==> config.mk <==
export PLATFORM = sky130hd
export DESIGN_NAME = tdoa_capture
export DESIGN_NICKNAME = d
export VERILOG_FILES = /design/src/rtl/tdoa_capture_pkg.sv /design/src/rtl/tdoa_capture_onset_det.sv /design/src/rtl/tdoa_capture.sv
export SDC_FILE = /design/constraint.sdc
export NUM_CORES = 1
export LEC_CHECK = 0
export ABC_AREA = 1
export BUFFER_PORTS_ARGS = -buffer_cell sky130_fd_sc_hd__buf_2
export CORE_MARGIN = 4
export CORE_UTILIZATION = 35
export CTS_CLUSTER_DIAMETER = 100
export CTS_CLUSTER_SIZE = 10
export DETAILED_ROUTE_END_ITERATION = 8
export GPL_TIMING_DRIVEN = 0
export HOLD_SLACK_MARGIN = 0.15
export SETUP_SLACK_MARGIN = 0.4
export SLEW_MARGIN = 20
export SYNTH_ARGS = -nofsm -noshare
export SYNTH_HDL_FRONTEND = slang
export SYNTH_SLANG_ARGS = --single-unit
==> constraint.sdc <==
create_clock -name clk -period 14.9 [get_ports clk]
set_input_delay 0.745 -clock clk [delete_from_list [all_inputs] [get_ports clk]]
set_output_delay 0.745 -clock clk [all_outputs]
set_load 0.005 [all_outputs]
==> src/rtl/tdoa_capture_pkg.sv <==
// Shared types and constants for the TDOA capture front end and the localizer
// that consumes its tau outputs.
package tdoa_capture_pkg;

    localparam int TAU_W    = 34;
    localparam int SAMPLE_W = 16;
    localparam int CNT_W    = 16;
    localparam int MAG_W    = SAMPLE_W + 1;
    // Q24 seconds per sample period at 48 kHz: round(2^24 / 48000)
    localparam int Q24_TICK = 350;

    typedef enum logic [2:0] {
        ST_IDLE,
        ST_CAPTURE,
        ST_COMPUTE,
        ST_DONE,
        ST_HOLDOFF
    } tdoa_state_e;

    // Signed sample-count difference scaled to Q24 seconds, TAU_W bits wide.
    function automatic logic signed [TAU_W-1:0] scale_delay(
        input logic [CNT_W-1:0]        ts_k,
        input logic [CNT_W-1:0]        ts_ref,
        input logic signed [TAU_W-1:0] tick
    );
        logic signed [TAU_W-1:0] diff;
        diff = $signed({{(TAU_W-CNT_W){1'b0}}, ts_k})
             - $signed({{(TAU_W-CNT_W){1'b0}}, ts_ref});
        return diff * tick;
    endfunction

endpackage

==> src/rtl/tdoa_capture_onset_det.sv <==
// Per-microphone onset detector: 17-bit magnitude compared against a threshold,
// so -32768 maps to +32768 rather than wrapping.
module onset_det
    import tdoa_capture_pkg::*;
#(
    parameter int THRESH = 4096
) (
    input  logic signed [SAMPLE_W-1:0] sample,
    output logic                       onset
);

    localparam logic [MAG_W-1:0] THRESH_V = MAG_W'(THRESH);

    logic [MAG_W-1:0] ext;
    logic [MAG_W-1:0] mag;

    always_comb begin
        ext = {sample[SAMPLE_W-1], sample};
        mag = sample[SAMPLE_W-1] ? (~ext + MAG_W'(1)) : ext;
    end

    assign onset = (mag >= THRESH_V);

endmodule

==> src/rtl/tdoa_capture.sv <==
// Captures per-microphone onset sample times after a first onset and emits the
// arrival delays of mic1..mic3 relative to mic0 in signed Q24 seconds.
module tdoa_capture
    import tdoa_capture_pkg::*;
#(
    parameter int TICK_Q24 = Q24_TICK,
    parameter int THRESH   = 4096,
    parameter int MAX_WIN  = 64,
    parameter int HOLDOFF  = 2400
) (
    input  logic                       clk,
    input  logic                       rst_n,
    input  logic                       sample_en,
    input  logic signed [SAMPLE_W-1:0] mic0,
    input  logic signed [SAMPLE_W-1:0] mic1,
    input  logic signed [SAMPLE_W-1:0] mic2,
    input  logic signed [SAMPLE_W-1:0] mic3,
    output logic signed [TAU_W-1:0]    tau1,
    output logic signed [TAU_W-1:0]    tau2,
    output logic signed [TAU_W-1:0]    tau3,
    output logic                       tau_valid,
    input  logic                       tau_ready,
    output logic                       timeout,
    output tdoa_state_e                dbg_state
);

    localparam logic signed [TAU_W-1:0] TICK_V    = TAU_W'(TICK_Q24);
    localparam logic [CNT_W-1:0]        WIN_V     = CNT_W'(MAX_WIN);
    localparam logic [CNT_W-1:0]        HOLD_LAST = CNT_W'(HOLDOFF - 1);

    tdoa_state_e      state;
    logic [3:0]       onset;
    logic [3:0]       seen;
    logic [CNT_W-1:0] ts [4];
    logic [CNT_W-1:0] cnt;
    logic [CNT_W-1:0] cnt_inc;

    onset_det #(.THRESH(THRESH)) u_det0 (.sample(mic0), .onset(onset[0]));
    onset_det #(.THRESH(THRESH)) u_det1 (.sample(mic1), .onset(onset[1]));
    onset_det #(.THRESH(THRESH)) u_det2 (.sample(mic2), .onset(onset[2]));
    onset_det #(.THRESH(THRESH)) u_det3 (.sample(mic3), .onset(onset[3]));

    assign cnt_inc   = cnt + CNT_W'(1);
    assign dbg_state = state;

    // Output handshake: an event transfers on any clock where tau_valid && tau_ready;
    // tau_valid never depends on tau_ready and tau1..tau3 hold while tau_valid is high.
    always_ff @(posedge clk or negedge rst_n) begin
        if (!rst_n) begin
            state     <= ST_IDLE;
            cnt       <= '0;
            seen      <= '0;
            for (int k = 0; k < 4; k++) ts[k] <= '0;
            tau1      <= '0;
            tau2      <= '0;
            tau3      <= '0;
            tau_valid <= 1'b0;
            timeout   <= 1'b0;
        end else begin
            timeout <= 1'b0;
            case (state)
                ST_IDLE: begin
                    if (sample_en && (|onset)) begin
                        state <= ST_CAPTURE;
                        cnt   <= '0;
                        for (int k = 0; k < 4; k++) begin
                            if (onset[k]) begin
                                ts[k]   <= '0;
                                seen[k] <= 1'b1;
                            end
                        end
                    end
                end
                ST_CAPTURE: begin
                    if (&seen) begin
                        state <= ST_COMPUTE;
                    end else if (sample_en) begin
                        cnt <= cnt_inc;
                        for (int k = 0; k < 4; k++) begin
                            if (onset[k] && !seen[k]) begin
                                ts[k]   <= cnt_inc;
                                seen[k] <= 1'b1;
                            end
                        end
                        // A channel arriving on the window's last sample still completes the event.
                        if ((cnt_inc >= WIN_V) && !(&(seen | onset))) begin
                            state   <= ST_HOLDOFF;
                            timeout <= 1'b1;
                            cnt     <= '0;
                            seen    <= '0;
                        end
                    end
                end
                ST_COMPUTE: begin
                    tau1      <= scale_delay(ts[1], ts[0], TICK_V);
                    tau2      <= scale_delay(ts[2], ts[0], TICK_V);
                    tau3      <= scale_delay(ts[3], ts[0], TICK_V);
                    tau_valid <= 1'b1;
                    state     <= ST_DONE;
                end
                ST_DONE: begin
                    if (tau_ready) begin
                        tau_valid <= 1'b0;
                        state     <= ST_HOLDOFF;
                        cnt       <= '0;
                        seen      <= '0;
                    end
                end
                ST_HOLDOFF: begin
                    seen <= '0;
                    if (sample_en) begin
                        if (cnt >= HOLD_LAST) begin
                            state <= ST_IDLE;
                            cnt   <= '0;
                        end else begin
                            cnt <= cnt_inc;
                        end
                    end
                end
                default: state <= ST_IDLE;
            endcase
        end
    end

endmodule

==> impl_metrics.yaml, run 1 <==
drt:
  drcViolationCount: 0
  vias_per_cell: 4.62
  drt_wl_total_um: 49900
  drt-initial-drc-count: 836
  vias: 16600
  ant_nets: 0
  wl_per_cell_um: 13.9
  first_pass_iters: 7
clocking:
  cts-root-buf: "clkbuf_16"
  clk_path_buf_depth: 2
  clk_latency_ps: 480
  clkTransAtPathRegs_ps: 70
  cts_buffers: 17
  cts_tree: "yes"
  cts_resized: 0
  postCtsSetupBuffers: 0
  ctsHoldBuffers: 0
  cts_sinks: 167
  h-tree-depth: 4
global_routing:
  grt_pass1_wl_um: 83500
  antenna_found_initial: 0
  grt_pass1_vias: 16300
  grt.met3_usage_pct: 2.47
  grt_usage_pct: 16.9
  globalRouteOverflowTotal: 0
  grtUsageMet2_pct: 27.9
  grt_max_degree: 89
  top_usage_layer: "met2"
  use_met1_pct: 23.4
synthesis:
  synth_warnings: 0
  ys_seq_area_share_pct: 20.9
  syn_area_per_cell_um2: 7.61
  async_flop_share_pct: 100
  synthDistinctLibCells: 57
  netlist_area_um2: 20000
  syn_inst: 2631
  synth-main-ff-cell: "dfrtp_1"
  synth_edf_count: 0
  ys_ff_latch: 167
timing:
  hold_viol: 0
  grt_setup_unrepaired: "false"
  relSlewSlack_pct: 24.6
  timing.fmax_mhz: 153
  drv_slew: 0
  tns_ps: 0
  fin_crit_sh_pct: 44.0
  period_minus_slack_ps: 6550
  tightest_slew_ps: 1130
  finalClockSkew_ps: 17.3
  setup_viol: 0
worst_setup_path:
  cp_slowest_cell: "fa_1"
  worstPathArrival_ps: 6910
  critPathKind: "reg2reg"
  r2r_start: "ts[48]"
  crit_top_cell: "nand2_1"
  cp.required_ps: 15260
  cpPeakStageDelay_ps: 520
  worstPathMaxFanout: 7
  start_kind: "flop"
  crit_path_start: "ts[48]"
  worstSetupEndpointType: "flop"
floorplanning:
  num_io_pins: 175
  die_x_um: 247
  rows: 87
  die_h_um: 247
  die-area_um2: 61100
  core_um2: 56500
  start_util_pct: 35.4
layout:
  drive_above_1_share_pct: 11.1
  antenna_cells: 0
  syn2layout_area_growth_pct: 12.1
  layout.nets: 3297
placement:
  dp_hpwl_um: 41600
  port_buffers: 171
  finalWeightedCongestion: 0.875
flow_run:
  maxCapViolations: 0
hold_path:
  hold_path_class: "in2async"
run_status:
  status: "completed"
-- synthesized netlist by cell type, types with 4 or more instances --
master | n | area [µm²]
a21o_1 | 8 | 60.1
a21oi_1 | 88 | 440
a31oi_1 | 12 | 75.1
buf_2 | 15 | 75.1
buf_4 | 26 | 195
clkbuf_1 | 21 | 78.8
dfrtp_1 | 167 | 4180
fa_1 | 156 | 3120
ha_1 | 249 | 3120
inv_1 | 580 | 2180
inv_2 | 6 | 22.5
nand2_1 | 599 | 2250
nand2_2 | 7 | 43.8
nand3_1 | 101 | 505
nand3_2 | 14 | 140
nand3b_1 | 5 | 37.5
nand4_1 | 17 | 106
nor2_1 | 161 | 604
nor2_2 | 4 | 25.0
nor3_1 | 21 | 105
nor4_1 | 5 | 31.3
o211ai_1 | 5 | 37.5
o21ai_0 | 151 | 756
o21ai_1 | 21 | 105
o21ai_2 | 8 | 70.1
o21bai_1 | 22 | 165
or2_2 | 6 | 37.5
xnor2_1 | 27 | 236
xor2_1 | 80 | 701
xor2_2 | 6 | 97.6
-- sequential cells by signal (all words and copies together), names as in the netlist --
signal,count
seen,4
cnt,16
ts,64
timeout,1
tau_valid,1
tau2,26
tau3,26
tau1,26
dbg_state,3
-- kinds of logic after synthesis --
family,synth area share (%)
AND/OR/NAND/NOR,19.8
buffers and inverters,12.9
adder cells (fa/ha/maj),31.2
AO/OA/AOI/OAI,9.79
flip-flops,20.9
XOR/XNOR,5.39
other,0.0187
-- metal layers --
metal / vias up / part of all wire (%) / wire, µm
met5: - / 0 / 0
met4: 0 / 1.8 / 911
met3: 40 / 4.1 / 2070
met2: 299 / 46 / 22800
met1: 7757 / 48 / 24100
li1: 8513 / - / -
-- worst paths after layout --
| check | to | slack (ps) | cells past startpoint |
|---|---|---|---|
| worst max-delay path | tau2[32] | 8350 | 29 |
| worst min-delay path | tau3[24] | 230 | 1 |
| worst max register to register | tau2[32] | 8350 | 29 |
| worst min register to register | tau1[3] | 470 | 2 |
| max in group asynchronous | cnt[10] | 13800 | 2 |
| min in group clk | tau1[3] | 470 | 2 |
-- critical path, delay by kind of cell, from the launching register on --
family                     cells  cell delay [ps]
AOI/OAI and AO/OA              5              860
xor gates and xnor gates       2              530
adders and majority gates      7             2650
buffers and inverters          3              140
DFF                            1              470
and+or+nand+nor               12             1790
-- final cells by class --
class / count / area [µm²]
Clock inverter: 13 / 131
Fill cell: 5885 / 34100
Tap cell: 756 / 946
Timing Repair Buffer: 172 / 893
Sequential cell: 167 / 4180
Multi-Input combinational cell: 1814 / 13300
Inverter: 587 / 2200
Buffer: 65 / 387
Clock buffer: 19 / 443
-- metrics by stage --
step | hold WS (ps) | setup slack [ps] | util, % | std cells | instance area, µm²
2_1_floorplan | 441 | 9270 | - | 2633 | 20000
3_3_place_gp | 453 | 8510 | 38.6 | 3560 | 21800
3_5_place_dp | 454 | 8480 | 38.7 | 3561 | 21900
4_1_cts | 242 | 8460 | 39.7 | 3593 | 22400
5_1_grt | 295 | 7820 | 39.7 | 3593 | 22400
6_report | 230 | 8350 | 39.7 | 3593 | 22400
-- placed cells by master (no fill, tap or decap), types with 80 or more instances in the layout --
cell type and instances:
nand3_1 101, nand2_1 599, inv_1 580, buf_2 185
fa_1 156, nor2_1 161, o21ai_0 151, ha_1 249
xor2_1 80, dfrtp_1 167, a21oi_1 88
Power of run 1 is left out: the tool's default activity adds up to more than one toggle a clock period on the data nets, which glitch-free logic cannot reach.
==> run 2: changes to the inputs <==
ABC_AREA = 0   (was 1)
clock period = 5.8 ns   (was 14.9 ns; I/O delays follow)
==> run 2 against run 1 <==
The run now ends with negative setup slack left. Worst hold slack worse by 69 ps. Maximum frequency rose by 1.9%. Design area up 12%. First-iteration DRC count fell by 17%. Synthesized area fell by 3.0%. Critical path depth unchanged. Via count fell by 2.9%. Clock skew is 5.3 ps higher. Sequential share of layout area decreased by 2.0 points. Largest cell class unchanged.
==> impl_metrics.yaml, run 2 <==
worst_setup_path:
  worstPathArrival_ps: 6790
  cp.required_ps: 6160
  rr_worst_depth: 29
  cpPeakStageDelay_ps: 520
  worstSetupEndpointType: "flop"
  start_kind: "flop"
  worstPathMaxFanout: 6
  cp_slowest_cell: "fa_1"
  critPathKind: "reg2reg"
run_status:
  status: "finished, violations left"
  violations: "negative setup slack"
synthesis:
  ys_seq_area_share_pct: 21.5
  synth_edf_count: 0
  yosysMostFrequentCell: "inv_1"
  synth_warnings: 0
  synth_common_cells: "inv_1 (401), ha_1 (249), nand2_1 (196), dfrtp_1 (167), fa_1 (156)"
  synth_top_area_share_pct: 21.5
  synth_top_cell_by_area: "dfrtp_1"
  syn_area_per_cell_um2: 9.02
  async_flop_share_pct: 100
  netlist_area_um2: 19400
  syn_inst: 2153
  synthDistinctLibCells: 87
  ys_ff_latch: 167
  synth_area_leaders: "dfrtp_1 (22%), fa_1 (16%), ha_1 (16%), inv_1 (7.8%), nand2_1 (3.8%)"
  synth-main-ff-cell: "dfrtp_1"
drt:
  vias: 16100
  first_pass_iters: 5
  drt-initial-drc-count: 692
  ant_nets: 0
  vias_per_cell: 4.94
  drt_wl_total_um: 51900
  wl_per_cell_um: 15.9
  drcViolationCount: 0
clocking:
  clkTransAtPathRegs_ps: 90
  cts_sinks: 167
  h-tree-depth: 4
  cts-root-buf: "clkbuf_16"
  cts_tree: "yes"
  cts_buffers: 17
  clk_latency_ps: 510
  clk_path_buf_depth: 2
layout:
  final_cell_mix: "inv_1 (367), ha_1 (207), nand2_1 (190)"
  utilization_pct: 45.6
  fillers: 5138
  antenna_cells: 0
  seq_area_um2: 4180
  syn2layout_area_growth_pct: 29.2
  drive_above_1_share_pct: 29.4
  layout_commonest_cell: "inv_1"
  layout.nets: 2977
  largest_register: "ts"
  multiInputGateArea_um2: 15200
  largest_reg_flops: 64
global_routing:
  antenna_found_initial: 0
  grt_max_degree: 92
  grt_pass1_vias: 16700
  grt_pass1_wl_um: 84800
  globalRouteOverflowTotal: 0
  grt_usage_pct: 17.6
floorplanning:
  core_um2: 55000
  rows: 86
  num_io_pins: 175
  die_x_um: 244
  die_h_um: 244
  die-area_um2: 59300
  start_util_pct: 35.3
timing:
  hold_viol: 0
  relSlewSlack_pct: 27.3
  grt_setup_unrepaired: "true"
  setup_viol: 37
  period_minus_slack_ps: 6430
  tightest_slew_ps: 1090
  finalClockSkew_ps: 22.6
  fin_crit_sh_pct: 111
  timing.fmax_mhz: 155
  drv_slew: 0
  timing.final.ws_setup_ps: -632
placement:
  finalWeightedCongestion: 0.884
  port_buffers: 171
  dp_slack_ps: -1250
  dp_hpwl_um: 39100
flow_run:
  maxCapViolations: 0
hold_path:
  hold_path_class: "in2reg"
  min_path_cells: 4
==> run 2: logic make-up after synthesis <==
| family | count (synthesis) | share of synthesized area, % |
|---|---|---|
| multiplexers | 53 | 3.02 |
| AO/OA/AOI/OAI | 459 | 15.4 |
| XOR/XNOR | 154 | 6.99 |
| AND/OR/NAND/NOR | 437 | 11.1 |
| flip-flops | 167 | 21.5 |
| buffers and inverters | 477 | 9.85 |
| adder cells (fa/ha/maj) | 405 | 32.1 |
| other | 1 | 0.0193 |
==> run 2: per-layer routing <==
metal	share of wire [%]	GRT usage (%)	vias up
met4	3.8	7.56	0
met5	0	0	-
met3	3.7	3.00	66
met1	44	21.9	7943
li1	-	-	7820
met2	49	30.1	300
==> run 2: final cells by class <==
| cell class | instances | share of cell area (%) |
|---|---|---|
| inverter | 402 | 6.05 |
| timing repair buffer | 330 | 8.67 |
| tap | 748 | 3.73 |
| multi-input combinational | 1511 | 60.7 |
| clock inverter | 15 | 0.798 |
| clock buffer | 17 | 1.70 |
| buffer | 75 | 1.73 |
| sequential | 167 | 16.7 |
==> run 2: final timing paths <==
check	start	end	slack, ps
setup / recovery	ts[48]	tau2[25]	-630
hold / removal	tau_ready	tau_valid	160
setup reg to reg	ts[48]	tau2[25]	-630
hold reg to reg	tau3[18]	tau3[18]	470
max in group asynchronous	rst_n	cnt[9]	4500
min in group asynchronous	rst_n	tau3[23]	370
==> run 2: critical path, delay by kind of cell, from the launching register on <==
family | cells | cell delay (ps)
xor+xnor | 2 | 460
simple gates | 2 | 150
compound gates | 12 | 2440
flops | 1 | 450
buf+inv | 6 | 610
fa+ha+maj | 7 | 2160
==> run 2: timing repair <==
item | 4_1_cts | 5_1_grt
endpoints found under the setup margin | 53 | 53
hold endpoints to repair | 77 | 0
resized for setup | 216 | 95
hold buffers | 2 | 0
setup buffers | 112 | 43
pin swaps | 142 | 114
==> run 2: per-stage QoR <==
step	cell area (µm²)	cells	TNS [ps]	hold slack, ps
floorplan	19900	2155	-1840	-5.59
global placement	21700	3074	-20800	459
detailed placement	21800	3076	-24380	329
global route	25100	3265	-24670	171
finish	25100	3265	-14020	161
CTS	24300	3222	-11040	168
Power of run 2 is left out for the same reason.
